[config.mk]
export PLATFORM = sky130hd
export DESIGN_NAME = traffic_light_monitor_flat
export DESIGN_NICKNAME = d
export VERILOG_FILES = /design/src/rtl/traffic_light_monitor_if.sv /design/src/rtl/traffic_light_monitor.sv /design/src/flat_wrapper.sv
export SDC_FILE = /design/constraint.sdc
export NUM_CORES = 1
export LEC_CHECK = 0
export BUFFER_PORTS_ARGS = -buffer_cell sky130_fd_sc_hd__clkbuf_2
export CORE_MARGIN = 3
export CORE_UTILIZATION = 50
export CTS_CLUSTER_SIZE = 8
export DETAILED_ROUTE_END_ITERATION = 16
export HOLD_SLACK_MARGIN = 0.03
export PLACE_DENSITY = 0.71
export SLEW_MARGIN = 30
export SYNTH_ARGS = -nofsm -noshare
export SYNTH_HDL_FRONTEND = slang
export SYNTH_SLANG_ARGS = --single-unit
[constraint.sdc]
create_clock -name clk -period 2.8 [get_ports clk]
set_input_delay 0.28 -clock clk [delete_from_list [all_inputs] [get_ports clk]]
set_output_delay 0.28 -clock clk [all_outputs]
set_load 0.02 [all_outputs]
[src/rtl/traffic_light_monitor_if.sv]
// Observation bus between the light controller lamps and the monitor.
// master drives the lamps and clr; slave reports phase, times and errors.
interface traffic_light_monitor_if #(
    parameter int TW = 7
);
    logic          led4_r;
    logic          led4_g;
    logic          led4_b;
    logic          led5_r;
    logic          led5_g;
    logic          led5_b;
    logic          clr;
    logic [2:0]    phase;
    logic [TW-1:0] t_red;
    logic [TW-1:0] t_green;
    logic [TW-1:0] t_yellow;
    logic          cyc_done;
    logic [7:0]    cyc_cnt;
    logic          err;
    logic [1:0]    err_code;

    modport master (
        output led4_r, led4_g, led4_b,
        output led5_r, led5_g, led5_b,
        output clr,
        input  phase, t_red, t_green, t_yellow,
        input  cyc_done, cyc_cnt, err, err_code
    );

    modport slave (
        input  led4_r, led4_g, led4_b,
        input  led5_r, led5_g, led5_b,
        input  clr,
        output phase, t_red, t_green, t_yellow,
        output cyc_done, cyc_cnt, err, err_code
    );
endinterface

[src/rtl/traffic_light_monitor.sv]
// Passive six-phase traffic-light cycle tracker with phase timing and sticky errors.
// Optional build macro MON_SYMMETRY_CHECK_EN compares lamp-5 phase times to lamp-4.
module traffic_light_monitor #(
    parameter int TW = 7
) (
    input  logic                    clk,
    input  logic                    rst,
    traffic_light_monitor_if.slave  mon
);

    typedef enum logic [2:0] {
        C_OFF = 3'd0,
        C_RED = 3'd1,
        C_GRN = 3'd2,
        C_YEL = 3'd3,
        C_ILL = 3'd4
    } colour_e;

    typedef enum logic [2:0] {
        HUNT = 3'd0,
        RR1  = 3'd1,
        GR   = 3'd2,
        YR   = 3'd3,
        RR2  = 3'd4,
        RG   = 3'd5,
        RY   = 3'd6,
        ERR  = 3'd7
    } state_e;

    localparam logic [5:0] P_RR = {C_RED, C_RED};

    function automatic colour_e decode(input logic r, input logic g, input logic b);
        case ({r, g, b})
            3'b100:  return C_RED;
            3'b010:  return C_GRN;
            3'b110:  return C_YEL;
            3'b000:  return C_OFF;
            default: return C_ILL;
        endcase
    endfunction

    function automatic logic [5:0] pat_of(input state_e s);
        case (s)
            RR1, RR2: return {C_RED, C_RED};
            GR:       return {C_GRN, C_RED};
            YR:       return {C_YEL, C_RED};
            RG:       return {C_RED, C_GRN};
            RY:       return {C_RED, C_YEL};
            default:  return {C_OFF, C_OFF};
        endcase
    endfunction

    function automatic state_e next_of(input state_e s);
        case (s)
            RR1:     return GR;
            GR:      return YR;
            YR:      return RR2;
            RR2:     return RG;
            RG:      return RY;
            RY:      return RR1;
            default: return HUNT;
        endcase
    endfunction

    state_e        state_q, state_d;
    logic [TW-1:0] cnt_q, cnt_d, cnt_sat;
    logic [TW-1:0] red4_q, red4_d;
    logic [TW-1:0] green4_q, green4_d;
    logic [TW-1:0] yellow4_q, yellow4_d;
`ifdef MON_SYMMETRY_CHECK_EN
    logic [TW-1:0] red5_q, red5_d;
    logic [TW-1:0] green5_q, green5_d;
`endif
    logic [TW-1:0] t_red_q, t_red_d;
    logic [TW-1:0] t_green_q, t_green_d;
    logic [TW-1:0] t_yellow_q, t_yellow_d;
    logic          cyc_done_q, cyc_done_d;
    logic [7:0]    cyc_cnt_q, cyc_cnt_d;
    logic          err_q, err_d;
    logic [1:0]    err_code_q, err_code_d;

    colour_e    c4, c5;
    logic [5:0] pat;
    logic       illegal;
    logic [1:0] err_ev;

    assign c4      = decode(mon.led4_r, mon.led4_g, mon.led4_b);
    assign c5      = decode(mon.led5_r, mon.led5_g, mon.led5_b);
    assign pat     = {c4, c5};
    assign illegal = (c4 == C_ILL) || (c5 == C_ILL);
    assign cnt_sat = (cnt_q == '1) ? cnt_q : cnt_q + 1'b1;

    always_comb begin
        state_d    = state_q;
        cnt_d      = cnt_q;
        red4_d     = red4_q;
        green4_d   = green4_q;
        yellow4_d  = yellow4_q;
`ifdef MON_SYMMETRY_CHECK_EN
        red5_d     = red5_q;
        green5_d   = green5_q;
`endif
        t_red_d    = t_red_q;
        t_green_d  = t_green_q;
        t_yellow_d = t_yellow_q;
        cyc_done_d = 1'b0;
        cyc_cnt_d  = cyc_cnt_q;
        err_d      = err_q;
        err_code_d = err_code_q;
        err_ev     = 2'd0;

        if (mon.clr) begin
            err_d      = 1'b0;
            err_code_d = 2'd0;
        end

        unique case (state_q)
            HUNT: begin
                if (pat == P_RR) begin
                    state_d = RR1;
                    cnt_d   = TW'(1);
                end
            end
            ERR: begin
                if (mon.clr) begin
                    state_d = HUNT;
                    cnt_d   = '0;
                end
            end
            default: begin
                if (illegal) begin
                    err_ev  = 2'd1;
                    state_d = ERR;
                end else if (pat == pat_of(state_q)) begin
                    cnt_d = cnt_sat;
                end else if (pat == pat_of(next_of(state_q))) begin
                    state_d = next_of(state_q);
                    cnt_d   = TW'(1);
                    case (state_q)
                        RR1: red4_d    = cnt_q;
                        GR:  green4_d  = cnt_q;
                        YR:  yellow4_d = cnt_q;
`ifdef MON_SYMMETRY_CHECK_EN
                        RR2: red5_d    = cnt_q;
                        RG:  green5_d  = cnt_q;
`endif
                        RY: begin
                            t_red_d    = red4_q;
                            t_green_d  = green4_q;
                            t_yellow_d = yellow4_q;
                            cyc_done_d = 1'b1;
                            cyc_cnt_d  = cyc_cnt_q + 8'd1;
`ifdef MON_SYMMETRY_CHECK_EN
                            // yellow5 is the count being closed right now
                            if (red5_q != red4_q || green5_q != green4_q ||
                                cnt_q != yellow4_q)
                                err_ev = 2'd3;
`endif
                        end
                        default: ;
                    endcase
                end else begin
                    err_ev  = 2'd2;
                    state_d = ERR;
                end
            end
        endcase

        // A fresh error beats a same-cycle clr; otherwise the first cause sticks
        if (err_ev != 2'd0) begin
            err_d = 1'b1;
            if (!err_q || mon.clr)
                err_code_d = err_ev;
        end
    end

    always_ff @(posedge clk or posedge rst) begin
        if (rst) begin
            state_q    <= HUNT;
            cnt_q      <= '0;
            red4_q     <= '0;
            green4_q   <= '0;
            yellow4_q  <= '0;
`ifdef MON_SYMMETRY_CHECK_EN
            red5_q     <= '0;
            green5_q   <= '0;
`endif
            t_red_q    <= '0;
            t_green_q  <= '0;
            t_yellow_q <= '0;
            cyc_done_q <= 1'b0;
            cyc_cnt_q  <= '0;
            err_q      <= 1'b0;
            err_code_q <= '0;
        end else begin
            state_q    <= state_d;
            cnt_q      <= cnt_d;
            red4_q     <= red4_d;
            green4_q   <= green4_d;
            yellow4_q  <= yellow4_d;
`ifdef MON_SYMMETRY_CHECK_EN
            red5_q     <= red5_d;
            green5_q   <= green5_d;
`endif
            t_red_q    <= t_red_d;
            t_green_q  <= t_green_d;
            t_yellow_q <= t_yellow_d;
            cyc_done_q <= cyc_done_d;
            cyc_cnt_q  <= cyc_cnt_d;
            err_q      <= err_d;
            err_code_q <= err_code_d;
        end
    end

    assign mon.phase    = state_q;
    assign mon.t_red    = t_red_q;
    assign mon.t_green  = t_green_q;
    assign mon.t_yellow = t_yellow_q;
    assign mon.cyc_done = cyc_done_q;
    assign mon.cyc_cnt  = cyc_cnt_q;
    assign mon.err      = err_q;
    assign mon.err_code = err_code_q;

endmodule

[src/flat_wrapper.sv]
// flat-port wrapper written by rule: the top's interface ports become plain ports
module traffic_light_monitor_flat 
#(
    parameter int TW = 7
)
  (clk, rst, mon_led4_r, mon_led4_g, mon_led4_b, mon_led5_r, mon_led5_g, mon_led5_b, mon_clr, mon_phase, mon_t_red, mon_t_green, mon_t_yellow, mon_cyc_done, mon_cyc_cnt, mon_err, mon_err_code);
  traffic_light_monitor_if #(.TW(TW)) mon_i ();
  input  logic clk;
  input  logic rst;
  input wire logic [$bits(mon_i.led4_r)-1:0] mon_led4_r;
  input wire logic [$bits(mon_i.led4_g)-1:0] mon_led4_g;
  input wire logic [$bits(mon_i.led4_b)-1:0] mon_led4_b;
  input wire logic [$bits(mon_i.led5_r)-1:0] mon_led5_r;
  input wire logic [$bits(mon_i.led5_g)-1:0] mon_led5_g;
  input wire logic [$bits(mon_i.led5_b)-1:0] mon_led5_b;
  input wire logic [$bits(mon_i.clr)-1:0] mon_clr;
  output wire logic [$bits(mon_i.phase)-1:0] mon_phase;
  output wire logic [$bits(mon_i.t_red)-1:0] mon_t_red;
  output wire logic [$bits(mon_i.t_green)-1:0] mon_t_green;
  output wire logic [$bits(mon_i.t_yellow)-1:0] mon_t_yellow;
  output wire logic [$bits(mon_i.cyc_done)-1:0] mon_cyc_done;
  output wire logic [$bits(mon_i.cyc_cnt)-1:0] mon_cyc_cnt;
  output wire logic [$bits(mon_i.err)-1:0] mon_err;
  output wire logic [$bits(mon_i.err_code)-1:0] mon_err_code;
  assign mon_i.led4_r = mon_led4_r;
  assign mon_i.led4_g = mon_led4_g;
  assign mon_i.led4_b = mon_led4_b;
  assign mon_i.led5_r = mon_led5_r;
  assign mon_i.led5_g = mon_led5_g;
  assign mon_i.led5_b = mon_led5_b;
  assign mon_i.clr = mon_clr;
  assign mon_phase = mon_i.phase;
  assign mon_t_red = mon_i.t_red;
  assign mon_t_green = mon_i.t_green;
  assign mon_t_yellow = mon_i.t_yellow;
  assign mon_cyc_done = mon_i.cyc_done;
  assign mon_cyc_cnt = mon_i.cyc_cnt;
  assign mon_err = mon_i.err;
  assign mon_err_code = mon_i.err_code;
  traffic_light_monitor #(.TW(TW)) u_core (.clk(clk), .rst(rst), .mon(mon_i));
endmodule
# Word level (Yosys, flattened, before mapping)
# Index checks and enable logic that the tools add are counted.
# W data, S select, Z words.
dict set report word_totals {
  register_bits 64
  input_bits 9
  word_cells 105
}
dict set report classes {
  add_sub_neg 2
  eq_ne 30
  muxes 40
  bitwise 3
  n_reduce_logical 18
}
# cell count
set ops {}
lappend ops {{$pmux W5 S5} 2}
lappend ops {{$mux W7} 6}
lappend ops {{$eq A3 B3 Y1 const B} 13}
lappend ops {{$mux W6} 5}
lappend ops {{$reduce_and A5 Y1} 5}
lappend ops {{$mux W3} 8}
lappend ops {{$pmux W3 S4} 2}
lappend ops {{$eq A3 B2 Y1 const B} 6}
lappend ops {{$pmux W3 S6} 1}
lappend ops {{$mux W2} 7}
lappend ops {{$pmux W7 S2} 1}
lappend ops {{$eq A6 B6 Y1} 2}
lappend ops {{$logic_not A3 Y1} 3}
lappend ops {{$add A8 B1 Y8 const B} 1}
lappend ops {{$add A7 B1 Y7 const B} 1}
lappend ops {{$eq A7 B7 Y1 const B} 1}
lappend ops {{$mux W1} 7}
lappend ops {{$eq A3 B1 Y1 const B} 2}
lappend ops {{$eq A6 B4 Y1 const B} 1}
lappend ops {{$pmux W3 S2} 1}
lappend ops {{$reduce_or A2 Y1} 3}
lappend ops {{$ne A4 B3 Y1 const B} 1}
lappend ops {{$ne A4 B4 Y1 const B} 1}
lappend ops {{$reduce_bool A2 Y1} 2}
lappend ops {{8 further kinds} 11}

# Depth between registers and ports, before layout
# Gate-level depths: netlist (run 1).
dict set report logic_depth {
  depth_word 23
  mapped_depth 9
  ltp_nobuf 6
}

# Least setup slack after synthesis (run 1)
# Ideal clock, no wire load.
dict set report synth_path {
  path_kind {register to register}
  startpoint {register u_core.state_q[0] (netlist: u_core.mon.phase[0])}
  endpoint {register u_core.cnt_q[0]}
  setup_time_ns 0.125
  t_arrival_ns 2.381
  t_required_ns 2.675
  path_slack_ns 0.294
  stages_incl_launch_ff 8
  n_path_buf 1
  synth_period_minus_slack_ns 2.506
  cell_sequence {dfrtp_1 buf_6 or2_1 and3_1 a311o_1 or2_4 a311oi_2 mux2_2}
}
dict set report synth_between {
  elab_chain_cells 14
  elab_cells_between_ends 38
  cone_classes {19 x eq/ne; 14 x mux; 5 x reduce/logical}
}
# element line
set synth_rtl {}
lappend synth_rtl {{start: declaration} traffic_light_monitor.sv:65} ;# state_e state_q, state_d;
lappend synth_rtl {{start signal: assignment} traffic_light_monitor.sv:196} ;# state_q <= state_d;
lappend synth_rtl {{$eq A3 B3 Y1 (tied with other cells)} {traffic_light_monitor.sv:43, traffic_light_monitor.sv:54}}
lappend synth_rtl {{$pmux W3 S6} traffic_light_monitor.sv:54} ;# case (s)
lappend synth_rtl {{$mux W3} traffic_light_monitor.sv:134} ;# end else if (pat == pat_of(state_q)) begin
lappend synth_rtl {{$mux W3} traffic_light_monitor.sv:131} ;# if (illegal) begin
lappend synth_rtl {{$mux W3} traffic_light_monitor.sv:117} ;# unique case (state_q)
lappend synth_rtl {{$eq A3 B1 Y1 or $eq A3 B3 Y1 (tied branches)} traffic_light_monitor.sv:43} ;# case (s)
lappend synth_rtl {{$reduce_or A2 Y1} traffic_light_monitor.sv:43}
lappend synth_rtl {{$pmux W5 S5} traffic_light_monitor.sv:43}
lappend synth_rtl {{$mux W6} traffic_light_monitor.sv:134}
lappend synth_rtl {{$mux W6} traffic_light_monitor.sv:131}
lappend synth_rtl {{$mux W6} traffic_light_monitor.sv:117}
lappend synth_rtl {{$eq A6 B6 Y1} traffic_light_monitor.sv:136} ;# end else if (pat == pat_of(next_of(state_q))) begin
lappend synth_rtl {{$reduce_bool A4 Y1 (no source line)} -}
lappend synth_rtl {{$reduce_and A5 Y1 (no source line)} -}
lappend synth_rtl {{end signal: assignment} traffic_light_monitor.sv:197} ;# cnt_q <= cnt_d;
lappend synth_rtl {{end: declaration} traffic_light_monitor.sv:66} ;# logic [TW-1:0] cnt_q, cnt_d, cnt_sat;
# Several ways; a longest one is shown, not always the timed one. The select of a mux whose other input is x is not followed.
# A chain may end at the register's enable or synchronous reset.

# Worst setup path in the final report (run 1)
dict set report layout_path {
  startpoint {register u_core.state_q[2] (netlist: u_core.mon.phase[2])}
  endpoint {register u_core.cnt_q[1]}
}
# Same word-level chain as after synthesis.

==> results of run 1 <==
## stage by stage
step                      hold slack [ps]  worst slack, ps  area, µm²   util  total power, µW
after floorplan                       393              294       3160      -             1740
after global placement                357              123       3500  0.580             1910
after detailed placement              350             45.7       3500  0.580             1920
after CTS                             189             43.1       3760  0.624             2920
after global routing                  230             68.5       3760  0.625             3060
final                                 215              153       3760  0.625             2910
## where the power goes
group | leakage (µW) | internal [µW] | switching [µW]
Sequential | 0.000870 | 998 | 135
Combinational | 0.000863 | 318 | 466
Clock | 0.000123 | 620 | 375
Total | 0.00186 | 1940 | 976
## cell type report
type,count,area share
sequential,64,0.427
multi-input combinational,170,0.386
timing repair buffer,56,0.0864
clock buffer,10,0.0366
clock inverter,6,0.0306
tap,75,0.0249
inverter,9,0.00898
## critical path, delay by kind of cell, from the launching register on
family / cells / cell delay [ps]
multiplexers: 1 / 380
buffers and inverters: 1 / 190
AND/OR/NAND/NOR: 2 / 510
flip-flops: 1 / 510
AO/OA/AOI/OAI: 3 / 950
## routing by layer
metal	up-vias	GRT usage	wire length [µm]
met5	-	0	0
met4	0	0.0777	121
met3	13	0.0451	195
met2	35	0.284	2970
met1	1115	0.283	3180
li1	1065	-	-
## layout by cell type, fill, tap and decap left out, drive strengths merged, types with 3 or more instances in the layout
cell	Yosys	routed
nor4	9	9
and4	4	4
mux2	46	46
nand3	9	9
xnor2	5	5
bufinv	0	3
clkbuf	2	54
xor2	8	8
inv	9	10
or2	3	3
nor2	10	10
nand2	10	10
nor3	5	5
dfrtp	64	64
buf	8	11
nand2b	5	5
and3	4	4
nand4	4	4
a21oi	6	6
## state kept, by name, indices dropped and copies added (netlist names)
name,count
u_core.mon.phase,3
u_core.mon.err_code,2
u_core.green4_q,7
u_core.mon.t_red,7
u_core.mon.cyc_done,1
u_core.mon.t_yellow,7
u_core.mon.cyc_cnt,8
u_core.cnt_q,7
u_core.yellow4_q,7
u_core.mon.err,1
u_core.red4_q,7
u_core.mon.t_green,7
## timing repair
item | 4_1_cts | 5_1_grt
setup endpoints to repair | 0 | 10
gates resized for setup | 0 | 3
hold buffers | 1 | 0
hold endpoints to repair | 27 | 0
## cell families after synthesis
kind of cell / share of synthesized area
AO/OA/AOI/OAI: 0.104
XOR/XNOR: 0.0360
adder cells (fa/ha/maj): 0.00791
buffers and inverters: 0.0360
flip-flops: 0.507
multiplexers: 0.172
AND/OR/NAND/NOR: 0.137
## how the worst max path moves through the flow
stage	startpoint	end
6_report	u_core.mon.phase[2]	u_core.cnt_q[1]
5_1_grt	u_core.mon.phase[2]	u_core.cnt_q[1]
4_1_cts	u_core.mon.phase[1]	u_core.cnt_q[1]
3_5_place_dp	u_core.mon.phase[1]	u_core.cnt_q[0]
3_3_place_gp	u_core.mon.phase[2]	u_core.cnt_q[1]
2_1_floorplan	u_core.mon.phase[0]	u_core.cnt_q[0]
==> results.md, run 1 <==
* GRT Total Usage at 0.195
* Vias in the first global route at 2212
* Layout cells sized above 1 at 0.429
* Number of synthesized flops with an enable pin at 0
* WS Path Type: flop to flop
* RSZ-0062 raised after global routing: no
* Maximum clock frequency at 378 MHz
* Synthesized cell area at 0.00316 mm²
* # IOs at 45
* Drt first pass iters at 4
* CTS tree: yes
* Final hold vios at 0
* Max Slew Vio Count at 0
* DR vias/cell at 5.71
* Row cnt at 28
* Top-count cell post-synth: dfrtp_1
* Port Buf Inserts at 44
* # Max-Cap Violations at 0
* Hold Path Depth at 2
* Seq cells post-synth at 64
* Pwr/cell area at 774 mW/mm²
* Postcts setup bufs at 0
* Min-Delay Startpoint: mon_clr
* Top cells by area, synth: dfrtp_1 51%, mux2_2 14%, mux2_4 3.3%
* Area growth from synthesis to layout at 19.0%
* R2r setup slk at 150 ps
* Antenna Nets Post-Route at 0
* Filler cell count at 495
* Via count at 2228
* Mapped Cells at 253
* Post-synth cell types at 60
* Drt total wl at 6460 µm
* Non-Filler Instances at 390
* Pleak at 0.00186 µW
* NumNets Final at 321
* Number of diodes at 0
* Initial core utilization at 0.525
* Critical path data arrival time at 2870 ps
* Num CTS Buffers at 9
* HPWL after detailed placement at 4560 µm
* Crit path cell chain: buf_4 > nor3_2 > o21ai_1 > a311o_1 > or2_4 > a311oi_2 > mux2_2
* Overflow after GRT at 0
* CP Capture Type: flop
* FF/Latch Area at 0.00161 mm²
* Core Area at 0.00603 mm²
* Routability cong. at 0.907
* Top cell type's share of synthesized area at 0.507
* Reg-to-reg critical path endpoint: u_core.cnt_q[1]
* Area leader, netlist: dfrtp_1
* H-tree depth at 3
* Pin count of the biggest net entering global routing at 30
* Post-synth ARST share at 1.00
* Fin crit share at 0.945
* Relative slew slack at 0.626
* CP peak stage delay at 510 ps
* Initial antenna violation count at 0
* Clk root buf: clkbuf_8
* Setup crit start kind: flop
* Post-synth net total at 264
* Count of clock tree sinks at 64
* Crit Path Max Fanout at 14
* Outcome: finished, final reports clean
* CP max stage cell: dfrtp_2
* Worst-case vdd ir drop at 0.667 mV
* Worst endpoint required time at 3020 ps
* Slew @ Worst Pin at 560 ps
* Final min period at 2650 ps
* Die outline height at 85.5 µm
* DR DRC count at 0
* Wire length per cell at 16.6 µm
* CTS clk-pin slew, worst paths at 70 ps
* Min-delay worst type: input port to flop
* Endpoint of the worst hold path: u_core.mon.err_code[0]
* Die area at 0.00731 mm²
* Post-Syn Area per Cell at 12.5 µm²
* Initial drt markers at 69
* Clock Skews at 6.65 ps
* Final setup vio count at 0
* First-pass GRT wire length at 11200 µm
* Placed cell count at 373
* Reg2reg path depth at 7
* YS warnings at 0
* Reg2reg start: u_core.mon.phase[2]
* Clk buf depth at 2
* Most frequent cells after synthesis: 64 x dfrtp_1, 39 x mux2_2
* Register area share after synthesis at 0.507
* Area of the multi-input gates at 0.00145 mm²
* Synth Flop Type: dfrtp_1
* Die extent in x at 85.5 µm
* Clk_lat worst skew at 340 ps
* Setup_tns at 0 ps
No activity file was read; power rests on OpenSTA's default activity.
==> run 2: changes to the inputs <==
--- a/config.mk
+++ b/config.mk
@@ -10,8 +10,8 @@
 export CORE_UTILIZATION = 50
 export CTS_CLUSTER_SIZE = 8
 export DETAILED_ROUTE_END_ITERATION = 16
-export HOLD_SLACK_MARGIN = 0.03
 export PLACE_DENSITY = 0.71
+export RECOVER_POWER = 50
 export SLEW_MARGIN = 30
 export SYNTH_ARGS = -nofsm -noshare
 export SYNTH_HDL_FRONTEND = slang
==> run 2 against run 1 <==
Sequential power hardly changed; die area stayed put; worst setup slack better by 4.7 ps; non-clock buffer count stayed put; routed wire length is 0.34% higher; core utilization is 0.79 points lower; sequential share of layout area is 0.55 points higher; largest power group unchanged; first-iteration DRC count is 4.3% higher; clock skew hardly changed; hold slack better by 0.62 ps; combinational power is 0.8% lower; clock power hardly changed; critical endpoint unchanged.
==> results.md, run 2 (synthesis results as in run 1) <==
* CP Capture Type: flop (unchanged)
* Final hold vios at 0 (unchanged)
* Area of the multi-input gates at 0.00145 mm² (unchanged)
* Pwr Total at 2910 µW (about the same)
* Most frequent cells in the layout: 61 x dfrtp_1, 39 x mux2_2, 34 x clkbuf_1, 12 x clkbuf_2, 10 x clkbuf_8 (was 61 x dfrtp_1, 44 x clkbuf_2, 39 x mux2_2, 10 x clkbuf_8, 10 x buf_4)
* Layout cells sized above 1 at 0.317 (was 0.429)
* Reg-to-reg critical path endpoint: u_core.cnt_q[1] (unchanged)
* DR vias/cell at 5.77 (was 5.71)
* Filler cell count at 517 (was 495)
* Worst endpoint required time at 3020 ps (about the same)
* Count of clock tree sinks at 64 (unchanged)
* Num CTS Buffers at 9 (unchanged)
* Clk buf depth at 2 (unchanged)
* Port Buf Inserts at 44 (unchanged)
* H-tree depth at 3 (unchanged)
* CTS clk-pin slew, worst paths at 70 ps (about the same)
* Relative slew slack at 0.328 (was 0.626)
* Final setup vio count at 0 (unchanged)
* Via count at 2251 (was 2228)
* Pwr/cell area at 782 mW/mm² (was 774 mW/mm²)
* Routability cong. at 0.907 (unchanged)
* Maximum clock frequency at 378 MHz (about the same)
* Row cnt at 28 (unchanged)
* Drt total wl at 6480 µm (was 6460 µm)
* HPWL after detailed placement at 4560 µm (unchanged)
* Initial core utilization at 0.525 (unchanged)
* Pleak at 0.00174 µW (was 0.00186 µW)
* P_sw at 977 µW (was 976 µW)
* Die area at 0.00731 mm² (unchanged)
* Worst Setup EP: u_core.cnt_q[1] (unchanged)
* Place WS at 45.7 ps (unchanged)
* Core Area at 0.00603 mm² (unchanged)
* Worst-case vdd ir drop at 0.666 mV (was 0.667 mV)
* CTS tree: yes (unchanged)
* Fin area at 0.00372 mm² (was 0.00376 mm²)
* Die outline height at 85.5 µm (unchanged)
* Crit Path Max Fanout at 14 (unchanged)
* Critical path data arrival time at 2870 ps (about the same)
* Initial antenna violation count at 0 (unchanged)
* Most common cell after layout, fill and taps aside: dfrtp_1 (unchanged)
* Die extent in x at 85.5 µm (unchanged)
* WS Path Type: flop to flop (unchanged)
* Max reg flops at 8 (unchanged)
* Number of diodes at 0 (unchanged)
* Min-delay worst type: input port to flop (unchanged)
* RSZ-0062 raised after global routing: no (unchanged)
* Clk root buf: clkbuf_8 (unchanged)
* Vias in the first global route at 2212 (unchanged)
* Clock power frac at 0.343 (was 0.342)
* Setup_tns at 0 ps (unchanged)
* DR DRC count at 0 (unchanged)
* NumNets Final at 321 (unchanged)
* Clock Skews at 6.88 ps (was 6.65 ps)
* Reg2reg start: u_core.mon.phase[2] (unchanged)
* Setup crit start kind: flop (unchanged)
* Area growth from synthesis to layout at 17.5% (was 19.0%)
* Wire length per cell at 16.6 µm (about the same)
* Overflow after GRT at 0 (unchanged)
* Drt first pass iters at 4 (unchanged)
* Reg2reg path depth at 7 (unchanged)
* Pin count of the biggest net entering global routing at 30 (unchanged)
* Final min period at 2640 ps (was 2650 ps)
* Outcome: finished, final reports clean (unchanged)
* Internal at 1930 µW (was 1940 µW)
* Combinational Power Share at 0.268 (was 0.269)
* Placed Instance Area at 0.00350 mm² (unchanged)
* Reg power frac at 0.389 (about the same)
* # Max-Cap Violations at 0 (unchanged)
* Hold Worst Slack at 216 ps (was 215 ps)
* Postcts setup bufs at 0 (unchanged)
* FF/Latch Area at 0.00161 mm² (unchanged)
* Initial drt markers at 72 (was 69)
* R2r setup slk at 160 ps (was 150 ps)
* Fin crit share at 0.944 (was 0.945)
* GRT Total Usage at 0.195 (unchanged)
* Sw frac at 0.336 (was 0.335)
* Antenna Nets Post-Route at 0 (unchanged)
* Worst setup margin at 157 ps (was 153 ps)
* Max Slew Vio Count at 0 (unchanged)
* Slew @ Worst Pin at 1010 ps (was 560 ps)
* Critical Path Start: u_core.mon.phase[2] (unchanged)
* # IOs at 45 (unchanged)
* Clk_lat worst skew at 340 ps (about the same)
* First-pass GRT wire length at 11200 µm (unchanged)
==> run 2: cell types whose count changed in the layout (fill, tap and decap cells not counted), sizes merged <==
cell    before  now
clkbuf      54   56
buf         11    9
==> run 2: how the worst min path moves through the flow <==
stage	from	end	slack (ps)	depth (start not counted)
floorplan	mon_clr	u_core.mon.err_code[0]	390	1
global placement	rst	u_core.mon.cyc_done	360	2
detailed placement	rst	u_core.mon.t_red[2]	350	2
CTS	mon_clr	u_core.mon.err_code[0]	190	2
global route	mon_clr	u_core.mon.err_code[1]	230	2
finish	mon_clr	u_core.mon.err_code[0]	220	2
==> run 2: layout make-up <==
class / instances / area share
multi-input cells: 170 / 0.391
well taps: 75 / 0.0253
inverters: 9 / 0.00909
repair buffers: 56 / 0.0747
clock buffers: 10 / 0.0370
clock inverters: 6 / 0.0310
flip-flops and latches: 64 / 0.432
==> run 2: per-stage QoR <==
stage	instances	utilization
CTS	390	0.624
finish	390	0.617
global route	390	0.617
floorplan	253	-
global placement	373	0.580
detailed placement	373	0.580
==> run 2: critical path: stages, from the launching register on <==
cell and delay [ps]:
dfrtp_2 500, buf_4 190, nor3_2 230, o21ai_1 110, a311o_1 440, or2_4 280
a311oi_2 400, mux2_2 380
==> run 2: what timing repair did <==
action	CTS	global route
hold buffers	1	0
endpoints found under the hold margin	27	0
resized for setup	0	3
setup endpoints to repair	0	10
==> run 2: power groups by stage <==
stage	registers (µW)	logic [µW]	clock network, µW
4_1_cts	1120	781	1020
5_1_grt	1150	859	1050
2_1_floorplan	1120	612	0
6_report	1130	778	997
3_5_place_dp	1140	777	0
3_3_place_gp	1140	774	0
==> run 2: layer usage <==
metal / global-route usage / part of all wire / vias up
li1: - / - / 1068
met1: 0.283 / 0.49 / 1133
met2: 0.284 / 0.46 / 37
met3: 0.0451 / 0.035 / 13
met4: 0.0777 / 0.019 / 0
met5: 0 / 0 / -
